[src/rtl/pipe_skid_reg.sv]
// pipe_skid_reg: two-entry valid/ready pipeline register with a skid slot.
// The main register always drives out_data; the skid register catches the
// word that arrives in the cycle the downstream stalls, so in_ready can be
// a pure register output with no combinational path from out_ready.
module pipe_skid_reg #(
    parameter int              WIDTH     = 3,
    parameter logic [WIDTH-1:0] RESET_VAL = '0
) (
    input  logic             clk,
    input  logic             reset,
    input  logic             flush,
    input  logic             in_valid,
    input  logic [WIDTH-1:0] in_data,
    output logic             in_ready,
    output logic             out_valid,
    output logic [WIDTH-1:0] out_data,
    input  logic             out_ready,
    output logic [1:0]       occupancy
);

    typedef enum logic [1:0] {
        ST_EMPTY = 2'd0,
        ST_ONE   = 2'd1,
        ST_TWO   = 2'd2
    } state_t;

    state_t           state_q, state_d;
    logic [WIDTH-1:0] main_q, main_d;
    logic [WIDTH-1:0] skid_q, skid_d;
    logic             in_ready_q, in_ready_d;
    logic             out_valid_q, out_valid_d;
    logic [1:0]       occ_q, occ_d;

    logic accept;
    logic consume;

    // Handshakes are qualified by the registered flags, never by each other.
    assign accept  = in_valid && in_ready_q;
    assign consume = out_valid_q && out_ready;

    // Next-state and data-path selection; flush squashes everything.
    always_comb begin
        state_d = state_q;
        main_d  = main_q;
        skid_d  = skid_q;
        if (flush) begin
            state_d = ST_EMPTY;
            main_d  = RESET_VAL;
            skid_d  = RESET_VAL;
        end else begin
            case (state_q)
                ST_EMPTY: begin
                    if (accept) begin
                        state_d = ST_ONE;
                        main_d  = in_data;
                    end
                end
                ST_ONE: begin
                    if (accept && consume) begin
                        main_d = in_data;
                    end else if (consume) begin
                        state_d = ST_EMPTY;
                    end else if (accept) begin
                        state_d = ST_TWO;
                        skid_d  = in_data;
                    end
                end
                ST_TWO: begin
                    if (consume) begin
                        state_d = ST_ONE;
                        main_d  = skid_q;
                    end
                end
                default: begin
                    state_d = ST_EMPTY;
                end
            endcase
        end
    end

    // Status flags are decoded from the next state so they can be registered.
    always_comb begin
        in_ready_d  = (state_d != ST_TWO);
        out_valid_d = (state_d != ST_EMPTY);
        case (state_d)
            ST_ONE:  occ_d = 2'd1;
            ST_TWO:  occ_d = 2'd2;
            default: occ_d = 2'd0;
        endcase
    end

    // State and output registers; reset overrides flush and all handshakes.
    always_ff @(posedge clk) begin
        if (reset) begin
            state_q     <= ST_EMPTY;
            main_q      <= RESET_VAL;
            skid_q      <= RESET_VAL;
            in_ready_q  <= 1'b1;
            out_valid_q <= 1'b0;
            occ_q       <= 2'd0;
        end else begin
            state_q     <= state_d;
            main_q      <= main_d;
            skid_q      <= skid_d;
            in_ready_q  <= in_ready_d;
            out_valid_q <= out_valid_d;
            occ_q       <= occ_d;
        end
    end

    assign in_ready  = in_ready_q;
    assign out_valid = out_valid_q;
    assign out_data  = main_q;
    assign occupancy = occ_q;

endmodule

[config.mk]
export PLATFORM = sky130hd
export DESIGN_NAME = pipe_skid_reg
export DESIGN_NICKNAME = d
export VERILOG_FILES = /design/src/rtl/pipe_skid_reg.sv
export SDC_FILE = /design/constraint.sdc
export NUM_CORES = 1
export LEC_CHECK = 0
export CAP_MARGIN = 10
export CORE_AREA = 2 2 39 41
export CTS_CLUSTER_DIAMETER = 40
export DETAILED_ROUTE_END_ITERATION = 8
export DIE_AREA = 0 0 41 43
export HOLD_SLACK_MARGIN = 0.03
export PLACE_DENSITY = 0.68
export SETUP_SLACK_MARGIN = 0.3
export SYNTH_ARGS = -nofsm -noshare
export SYNTH_HDL_FRONTEND = slang
export SYNTH_SLANG_ARGS = --single-unit
[constraint.sdc]
create_clock -name clk -period 1.9 [get_ports clk]
set_clock_uncertainty 0.15 [all_clocks]
set_input_delay 0.57 -clock clk [delete_from_list [all_inputs] [get_ports clk]]
set_output_delay 0.57 -clock clk [all_outputs]
set_load 0.02 [all_outputs]
=== Yosys cells after proc, flatten, opt, wreduce, memory -nomap -nowiden ===
Index checks and enable logic that the tools add are counted.

* Mux-type cells: 12
* Eq/ne operators: 8
* Bitwise gates (word level): 2
* Reductions and logical operators: 9

{| class="wikitable"
|+ Operators with widths
! kind !! count
|-
| 2-to-1 mux 2 bit || 6
|-
| 2-to-1 mux 3 bit || 3
|-
| one-hot mux 3 bit (3 select lines) || 1
|-
| != test 2 bit (second input constant) || 4
|-
| AND reduction 4 bit || 2
|-
| one-hot mux 2 bit (3 select lines) || 1
|-
| equality test 2 x 1 -> 1 bit (second input constant) || 2
|-
| equality test 2 bit (second input constant) || 2
|-
| one-hot mux 2 bit (2 select lines) || 1
|-
| logical AND 1 bit || 3
|-
| nonzero test 3 bit || 1
|-
| logical NOT 2 bit || 1
|-
| inverter 1 bit || 2
|-
| nonzero test 2 bit || 1
|-
| OR reduction 2 bit || 1
|}

* Output and inout port bits: 7
* Register bits: 12
* Input bits: 8
* Word-level logic and storage cells: 37

=== Depth between registers and ports, before layout ===
Gate-level depths: netlist of run 1.

* Word-level depth: 8
* Depth in mapped cells: 4
* Gate-level depth less buffers: 3

=== Least setup slack after synthesis of run 1 ===
Ideal clock, no wire load.

* Path kind: input-to-reg
* Start point: in flush
* End point: reg occ_q[0], in the netlist occupancy[0]
* Data arrival time: 1,295 ps
* Slack: 363 ps
* Buffers on the path: 1
* Library setup time: 91 ps
* Required time: 1,659 ps
* Cell stages on the path: 3
* Cell sequence: or2_2 > clkbuf_1 > nor4bb_1

* Cells in the longest elaborated chain, start to end: 3

{| class="wikitable"
|+ Ends and longest elaborated chain
! item !! line !! source
|-
| start, declared || 11 || <nowiki>input logic flush,</nowiki>
|-
| 2-to-1 mux 2 bit * || 46 || <nowiki>if (flush) begin</nowiki>
|-
| equality test 2 bit or equality test 2 x 1 -> 1 bit (tied branches) || 85 || <nowiki>case (state_d)</nowiki>
|-
| one-hot mux 2 bit (2 select lines) * || 85 ||
|-
| end signal, assigned || 100 || <nowiki>occ_q <= 2'd0;</nowiki>
|-
| end signal, assigned || 107 || <nowiki>occ_q <= occ_d;</nowiki>
|-
| end, declared || 32 || <nowiki>logic [1:0] occ_q, occ_d;</nowiki>
|}

Every way passes the cells marked *; elsewhere a longest branch is shown, timed or not.
A chain may end at the register's enable or synchronous reset.

=== Worst setup path after layout of run 1 ===
* Start point: reg occ_q[0], in the netlist occupancy[0]
* End point: out occupancy[0]

{| class="wikitable"
|+ RTL lines
! item !! line !! source
|-
| end, declared || 18 || <nowiki>output logic [1:0] occupancy</nowiki>
|}

No word-level cell between the ends.

==> results of run 1 <==
## layout make-up
type                       instances  area, um^2  area share (%)
tap                               16        20.0            2.64
timing repair buffer              20         165            21.8
sequential                        12         243            32.1
clock buffer                       3        22.5            2.98
multi-input combinational         39         307            40.5
## stage by stage
step                hold slack [ns]  utilization, %
global placement              0.314            53.2
finish                        0.327            54.7
CTS                           0.330            55.6
global route                  0.372            54.7
detailed placement            0.320            53.2
floorplan                     0.303               -
## cell families (layout without fill, tap and decap cells)
kind of cell	count (synthesis)	after routing	share of synthesized area (%)
compound gates	19	19	24.0
buf+inv	3	23	4.07
flops	12	12	43.4
mux	3	3	5.43
simple gates	17	17	23.1
## layer usage
metal / GRT usage, % / vias to the layer above
li1: - / 249
met1: 25.0 / 224
met2: 20.3 / 11
met3: 1.57 / 5
met4: 14.0 / 0
met5: 0 / -
## Yosys cell counts
library cell and n:
a21bo_2 1, a21boi_2 2, or2_2 1, or3b_1 1, nand2_1 2, nand3_1 3, nor3b_1 3, buf_6 1
dfxtp_1 12, buf_4 1, nand2b_4 1, clkbuf_1 1, nand4_1 1, nand3b_1 1, nor4bb_1 2, o22ai_1 1
a211oi_1 6, and4b_2 1, and3b_1 1, a21oi_1 4, mux2i_1 3, a21o_2 1, o21ai_0 4
## what timing repair did
| item | 4_1_cts | 5_1_grt |
|---|---|---|
| endpoints found under the setup margin | 18 | 8 |
| resized for setup | 30 | 6 |
| pin swaps | 2 | 2 |
| cloned | 0 | 0 |
| hold endpoints to repair | 0 | 0 |
| hold buffers | 0 | 0 |
## registers in the layout, summed over array words and instances, names as in the netlist
name	cells
out_data	3
state_q	2
out_valid	1
occupancy	2
skid_q	3
in_ready	1
## final timing paths
check	from	to	slack [ns]	cells after the start
max	occupancy[0]	occupancy[0]	0.34	1
min reg2reg	skid_q[1]	skid_q[1]	0.33	2
max reg2reg	state_q[1]	out_data[2]	0.45	4
min	skid_q[1]	skid_q[1]	0.33	2
## power groups by stage
| stage | registers [mW] | clock network, mW | logic (mW) |
|---|---|---|---|
| 2_1_floorplan | 0.279 | 0 | 0.0383 |
| 3_3_place_gp | 0.272 | 0 | 0.0860 |
| 3_5_place_dp | 0.272 | 0 | 0.0869 |
| 4_1_cts | 0.267 | 0.159 | 0.0867 |
| 5_1_grt | 0.268 | 0.175 | 0.0911 |
| 6_report | 0.267 | 0.159 | 0.0839 |
==> results.toml, run 1 <==
[global_routing]
grt_pass1_vias = 450
grt_usage_pct = 16.7
antenna_found_initial = 0
grt_max_degree = 10
grt_overflow = 0
grt_pass1_wl_mm = 1.99

[pwr]
power.share.clock_pct = 31.2
p_int_uw = 378
power_uw = 510
p_seq_share_pct = 52.3
switchingPower_uw = 132
combPwrFrac_pct = 16.5
p_sw_share_pct = 25.9
power.leakage_nw = 0.328
peakVddDrop_uv = 314
power_density_nw_per_um2 = 674

[timing]
tightest_slew_ns = 0.279
rsz0062_at_grt = "false"
finalHoldViolCount = 0
setup_slack_ns = 0.338
slew_viol_final = 0
fin_setup_tns_ns = 0
setup_viol = 0
relSlewSlack_pct = 81.3
min_period_ns = 1.56
fmax_mhz = 640
finalCritPeriodShare_pct = 82.2

[clocking]
clkLatencyLatePin_ns = 0.27
ctsRootBufferMaster = "clkbuf_4"
cts_tree = "built"
htree_levels = 1
cts_inserted_buffers = 3
cts_setup_buffers = 0
clk_path_buf_depth = 2
clkSinkCount = 12
clk_pin_slew_ns = 0.07

[setup_path]
slowest_stage = "dfxtp_1"
path_cells = "clkdlybuf4s15_2"
crit_type = "reg -> out"
crit_family = "flip-flops"
worstPathArrival_ns = 0.84
crit_fanout = 1
critPathMaxStageDelay_ns = 0.32
worstPathRequired_ns = 1.18
critPathLaunchType = "register"
critPathCaptureType = "output port"
crit_buf_inv = 1

[synth]
synth_warnings = 0
ys_types = 23
synth_top_area_cell = "dfxtp_1"
syn_area_um2 = 553
synth_seq_cells = 12
syn_avg_cell_area_um2 = 10.2
ys_top_cells_by_area = "dfxtp_1 (43%), a211oi_1 (8.1%), mux2i_1 (5.4%)"
yosys.area.top_type_share_pct = 43.4
postSynthCellCount = 54
synth_seq_area_share_pct = 43.4
synth_fp_nets = 62

[place]
hpwlAfterDp_um = 877
place_area_um2 = 736
io_buffer_count = 14
dp_slack_ns = -0.114
gp_congestion = 0.745
place_inst = 87

[routing]
routed.top_layer = "met4"
first_pass_iters = 4
drc = 0
ant_nets = 0
via_per_inst = 5.43
wl_met3_um = 42
wl_per_cell_um = 13.2
drt_iter0_drc = 8
drt-total-wl_mm = 1.18
routed-wl-met2_um = 510
vias = 489
wirelength_met1_um = 598

[finish]
nets = 84
drive_above_1_share_pct = 37.8
final_cells = 90
fill_cells = 128
final_cell_mix = "dfxtp_1 (10), buf_4 (6), a211oi_1 (5), buf_2 (5)"
final_area_um2 = 757
mostFrequentLayoutCell = "dfxtp_1"
syn_to_final_growth_pct = 36.9
antenna_cells = 0

[die]
core_um2 = 1380
die_area_um2 = 1760
start_util_pct = 40.0
io_pins = 15
die_h_um = 43
fp.dieW_um = 41
rows = 14

[job]
max-cap-violations = 0

[outcome]
outcome = "finished clean"

[hold_path]
hold_class = "reg -> reg"
Power figures use the tool's default switching activity.
==> run 2, diff against run 1 <==
- clock period: 1.9 -> 1.5 ns (I/O delays scaled with it)
==> run 2 against run 1 <==
Register-to-register slack worse by 0.31 ns. Largest power group unchanged. Critical path depth increased by 4. Die area unchanged. Flip-flop and latch count unchanged. Largest cell class unchanged. Critical path type is now reg -> reg. Combinational power grew 92%. Wire length rose by 23%. Design area is 29% higher.
==> results.toml, run 2 (synthesis gave the netlist of run 1 again) <==
[outcome]
outcome = "finished clean"

[routing]
via_per_inst = 5.43
wl_per_cell_um = 14.7
drt_iter0_drc = 6
vias = 538
drt-total-wl_mm = 1.46
drc = 0
first_pass_iters = 4
ant_nets = 0

[finish]
final_cells = 99
drive_above_1_share_pct = 71.1
mostFrequentLayoutCell = "buf_6"
nets = 92
final_cell_mix = "buf_6 (12), buf_4 (9), dfxtp_2 (7), a211oi_2 (5), o21ai_1 (4)"
syn_to_final_growth_pct = 76.7
antenna_cells = 0

[clocking]
clk_path_buf_depth = 2
clkLatencyLatePin_ns = 0.28
cts_inserted_buffers = 3
cts_tree = "built"
clkSinkCount = 12
htree_levels = 1
ctsRootBufferMaster = "clkbuf_4"
clk_pin_slew_ns = 0.08

[place]
io_buffer_count = 14
hpwlAfterDp_um = 907
place_inst = 93
gp_congestion = 0.762

[die]
die_h_um = 43
io_pins = 15
fp.dieW_um = 41
rows = 14
die_area_um2 = 1760
core_um2 = 1380
start_util_pct = 40.0

[global_routing]
grt_usage_pct = 19.4
grt_pass1_wl_mm = 2.37
gr-usage-met1_pct = 26.5
grt_overflow = 0
antenna_found_initial = 0
gr-max-usage-layer = "met2"
met2_usage_pct = 30.0
grt_pass1_vias = 519
use_met3_pct = 1.57
grt_max_degree = 10

[timing]
rsz0062_at_grt = "true"
slew_viol_final = 0
tightest_slew_ns = 0.228
finalHoldViolCount = 0
finalCritPeriodShare_pct = 90.9
fmax_mhz = 733
relSlewSlack_pct = 84.7
setup_viol = 0
hold_ws_ns = 0.346
min_period_ns = 1.36

[setup_path]
critPathLaunchType = "register"
crit_fanout = 6
critPathCaptureType = "register"
crit_type = "reg -> reg"
worstPathRequired_ns = 1.51
worstPathArrival_ns = 1.37

[pwr]
peakVddDrop_uv = 514
power_uw = 761
power.leakage_nw = 0.396
power_density_nw_per_um2 = 779

[hold_path]
hold_class = "reg -> reg"

[job]
max-cap-violations = 0
-- run 2: cell count changes in the layout (fill, tap and decap cells not counted), sizes merged --
cell / delta
clkdlybuf4s15: +2
dlymetal6s2s: -2
dlygate4sd2: -2
buf: +10
clkbuf: +1
-- run 2: report_power, final --
group | switching, mW | leakage [nW] | internal [mW]
clock network | 0.115 | 0.0210 | 0.148
registers | 0.00931 | 0.101 | 0.328
logic | 0.0716 | 0.274 | 0.0890
-- run 2: repair_timing --
item,CTS,global route
setup buffers,2,0
cloned,0,0
endpoints found under the setup margin,19,19
pin swaps,16,3
resized for setup,85,4
hold buffers,0,0
-- run 2: area by class of cell --
cell class	instances	area, um^2
flip-flops and latches	12	256
multi-input cells	39	390
clock buffers	4	36.3
fillers	99	407
well taps	16	20.0
repair buffers	28	274
-- run 2: metal layers --
layer,wire [um],vias to the layer above
met4,21,0
met3,22,2
met5,0,-
met1,697,262
li1,-,265
met2,717,9
-- run 2: final timing paths --
kind	from	endpoint	slack, ns	cells after the start
worst min register to register	skid_q[0]	skid_q[0]	0.35	2
worst max register to register	in_ready	out_data[1]	0.14	5
worst min-delay path	skid_q[0]	skid_q[0]	0.35	2
worst max-delay path	in_ready	out_data[1]	0.14	5
-- run 2: metrics by stage --
step	util [%]	worst slack, ns	setup TNS, ns	cell area (um^2)
after floorplan	-	0.111	0	572
after detailed placement	56.8	-0.365	-3.54	786
final	70.6	0.136	0	977
after global routing	70.6	0.110	0	977
after global placement	56.8	-0.355	-3.31	786
after CTS	69.4	0.162	0	961
-- run 2: worst max-delay path: stages, from the launching register on --
cell	delay (ns)
dfxtp_2	0.34
buf_6	0.11
and3b_2	0.22
buf_6	0.14
a211oi_2	0.22
a211oi_2	0.06
==> run 3, diff against run 2 <==
- TNS_END_PERCENT: default -> 10
- clock period: 1.5 -> 1.3 ns (I/O delays scaled with it)
==> run 3 against run 2 <==
The flow now finishes with violations (setup timing). Power grew 10%. Maximum frequency shrank 0.99%. Critical path depth stayed put. Critical endpoint is now out_data[2]. Via count is 2.0% higher. Worst hold slack worse by 0.018 ns. Cell count up 4.0%. Register-to-register slack worse by 0.21 ns.
==> results.toml, run 3 (synthesis gave the netlist of run 1 again) <==
[outcome]
outcome = "finished, violations left"
violations = "setup timing"

[pwr]
p_seq_share_pct = 46.4
power_density_nw_per_um2 = 845
p_sw_share_pct = 26.8
peakVddDrop_uv = 635
power.leakage_nw = 0.434
switchingPower_uw = 225
power_uw = 837
p_int_uw = 613
combPwrFrac_pct = 24.2
power.share.clock_pct = 29.5

[timing]
fin_setup_tns_ns = -0.347
tightest_slew_ns = 0.223
setup_slack_ns = -0.0775
finalCritPeriodShare_pct = 106
rsz0062_at_grt = "true"
setup_viol = 8
fmax_mhz = 726
min_period_ns = 1.38
relSlewSlack_pct = 84.7
slew_viol_final = 0
finalHoldViolCount = 0

[setup_path]
startpoint = "in_ready"
crit_type = "reg -> reg"
worstPathArrival_ns = 1.38
critPathLaunchType = "register"
worstPathRequired_ns = 1.30
crit_fanout = 4
r2r_start = "in_ready"
critPathCaptureType = "register"

[routing]
ant_nets = 0
routed.top_layer = "met4"
via_per_inst = 5.33
wl_per_cell_um = 15.2
wirelength_met1_um = 669
vias = 549
wl_met3_um = 44
drc = 0
drt_iter0_drc = 22
first_pass_iters = 4
drt-total-wl_mm = 1.56
routed-wl-met2_um = 828

[finish]
fill_cells = 113
mostFrequentLayoutCell = "buf_4"
nets = 96
final_cell_mix = "buf_4 (14), buf_6 (9), dfxtp_2 (7), dfxtp_1 (4)"
multi_input_area_um2 = 394
final_cells = 103
seq_area_um2 = 253
drive_above_1_share_pct = 65.5
fin_util_pct = 71.6
syn_to_final_growth_pct = 79.2
antenna_cells = 0

[die]
io_pins = 15
die_h_um = 43
rows = 14
core_um2 = 1380
die_area_um2 = 1760
fp.dieW_um = 41
start_util_pct = 40.0

[global_routing]
grt_usage_pct = 20.6
grt_pass1_vias = 540
antenna_found_initial = 0
grt_overflow = 0
grt_pass1_wl_mm = 2.38
grt_max_degree = 10

[clocking]
cts_inserted_buffers = 3
clk_path_buf_depth = 2
clk_pin_slew_ns = 0.08
clkLatencyLatePin_ns = 0.28
ctsRootBufferMaster = "clkbuf_4"
cts_tree = "built"
clkSinkCount = 12
htree_levels = 1

[place]
hpwlAfterDp_um = 988
place_inst = 97
io_buffer_count = 14
gp_congestion = 0.797

[job]
max-cap-violations = 0

[hold_path]
hp-start = "skid_q[0]"
hold_class = "reg -> reg"
==> run 3: per-layer routing <==
| layer | up-vias | track usage (%) |
|---|---|---|
| met5 | - | 0 |
| met4 | 0 | 12.0 |
| met3 | 4 | 4.71 |
| met2 | 11 | 31.9 |
| met1 | 260 | 24.5 |
| li1 | 274 | - |
==> run 3: power groups by stage <==
stage          clock network (mW)  registers (mW)  logic [mW]
2_1_floorplan                   0           0.406      0.0565
3_3_place_gp                    0           0.392       0.145
3_5_place_dp                    0           0.393       0.147
4_1_cts                     0.261           0.387       0.187
5_1_grt                     0.275           0.389       0.215
6_report                    0.247           0.388       0.202
==> run 3: through the flow <==
stage | hold slack, ns | worst slack, ns | cell area, um^2
global placement | 0.313 | -0.508 | 817
floorplan | 0.303 | -0.0304 | 561
global route | 0.352 | -0.112 | 991
detailed placement | 0.318 | -0.529 | 817
finish | 0.328 | -0.0775 | 991
CTS | 0.328 | -0.0529 | 961
==> run 3: critical path, stage by stage, from the launching register on <==
cell and delay, ns:
dfxtp_4 0.35, buf_6 0.11, and3b_2 0.23, buf_6 0.14, a211oi_4 0.22, a211oi_2 0.05
==> run 3: area by class of cell <==
cell class	instances	area share (%)
repair buffers	32	30.1
well taps	16	2.02
flip-flops and latches	12	25.5
multi-input cells	39	39.8
clock buffers	4	2.65
==> run 3: timing repair <==
action / CTS / global route
hold buffers: 0 / 0
resized for setup: 66 / 8
endpoints found under the hold margin: 0 / 0
setup endpoints to repair: 19 / 19
pin swaps: 16 / 7
setup buffers: 2 / 0
cloned: 0 / 0
==> run 3: worst paths after layout <==
| path | endpoint | slack [ns] | cells after the start |
|---|---|---|---|
| max reg2reg | out_data[2] | -0.08 | 5 |
| max | out_data[2] | -0.08 | 5 |
| min | skid_q[0] | 0.33 | 2 |
| min reg2reg | skid_q[0] | 0.33 | 2 |
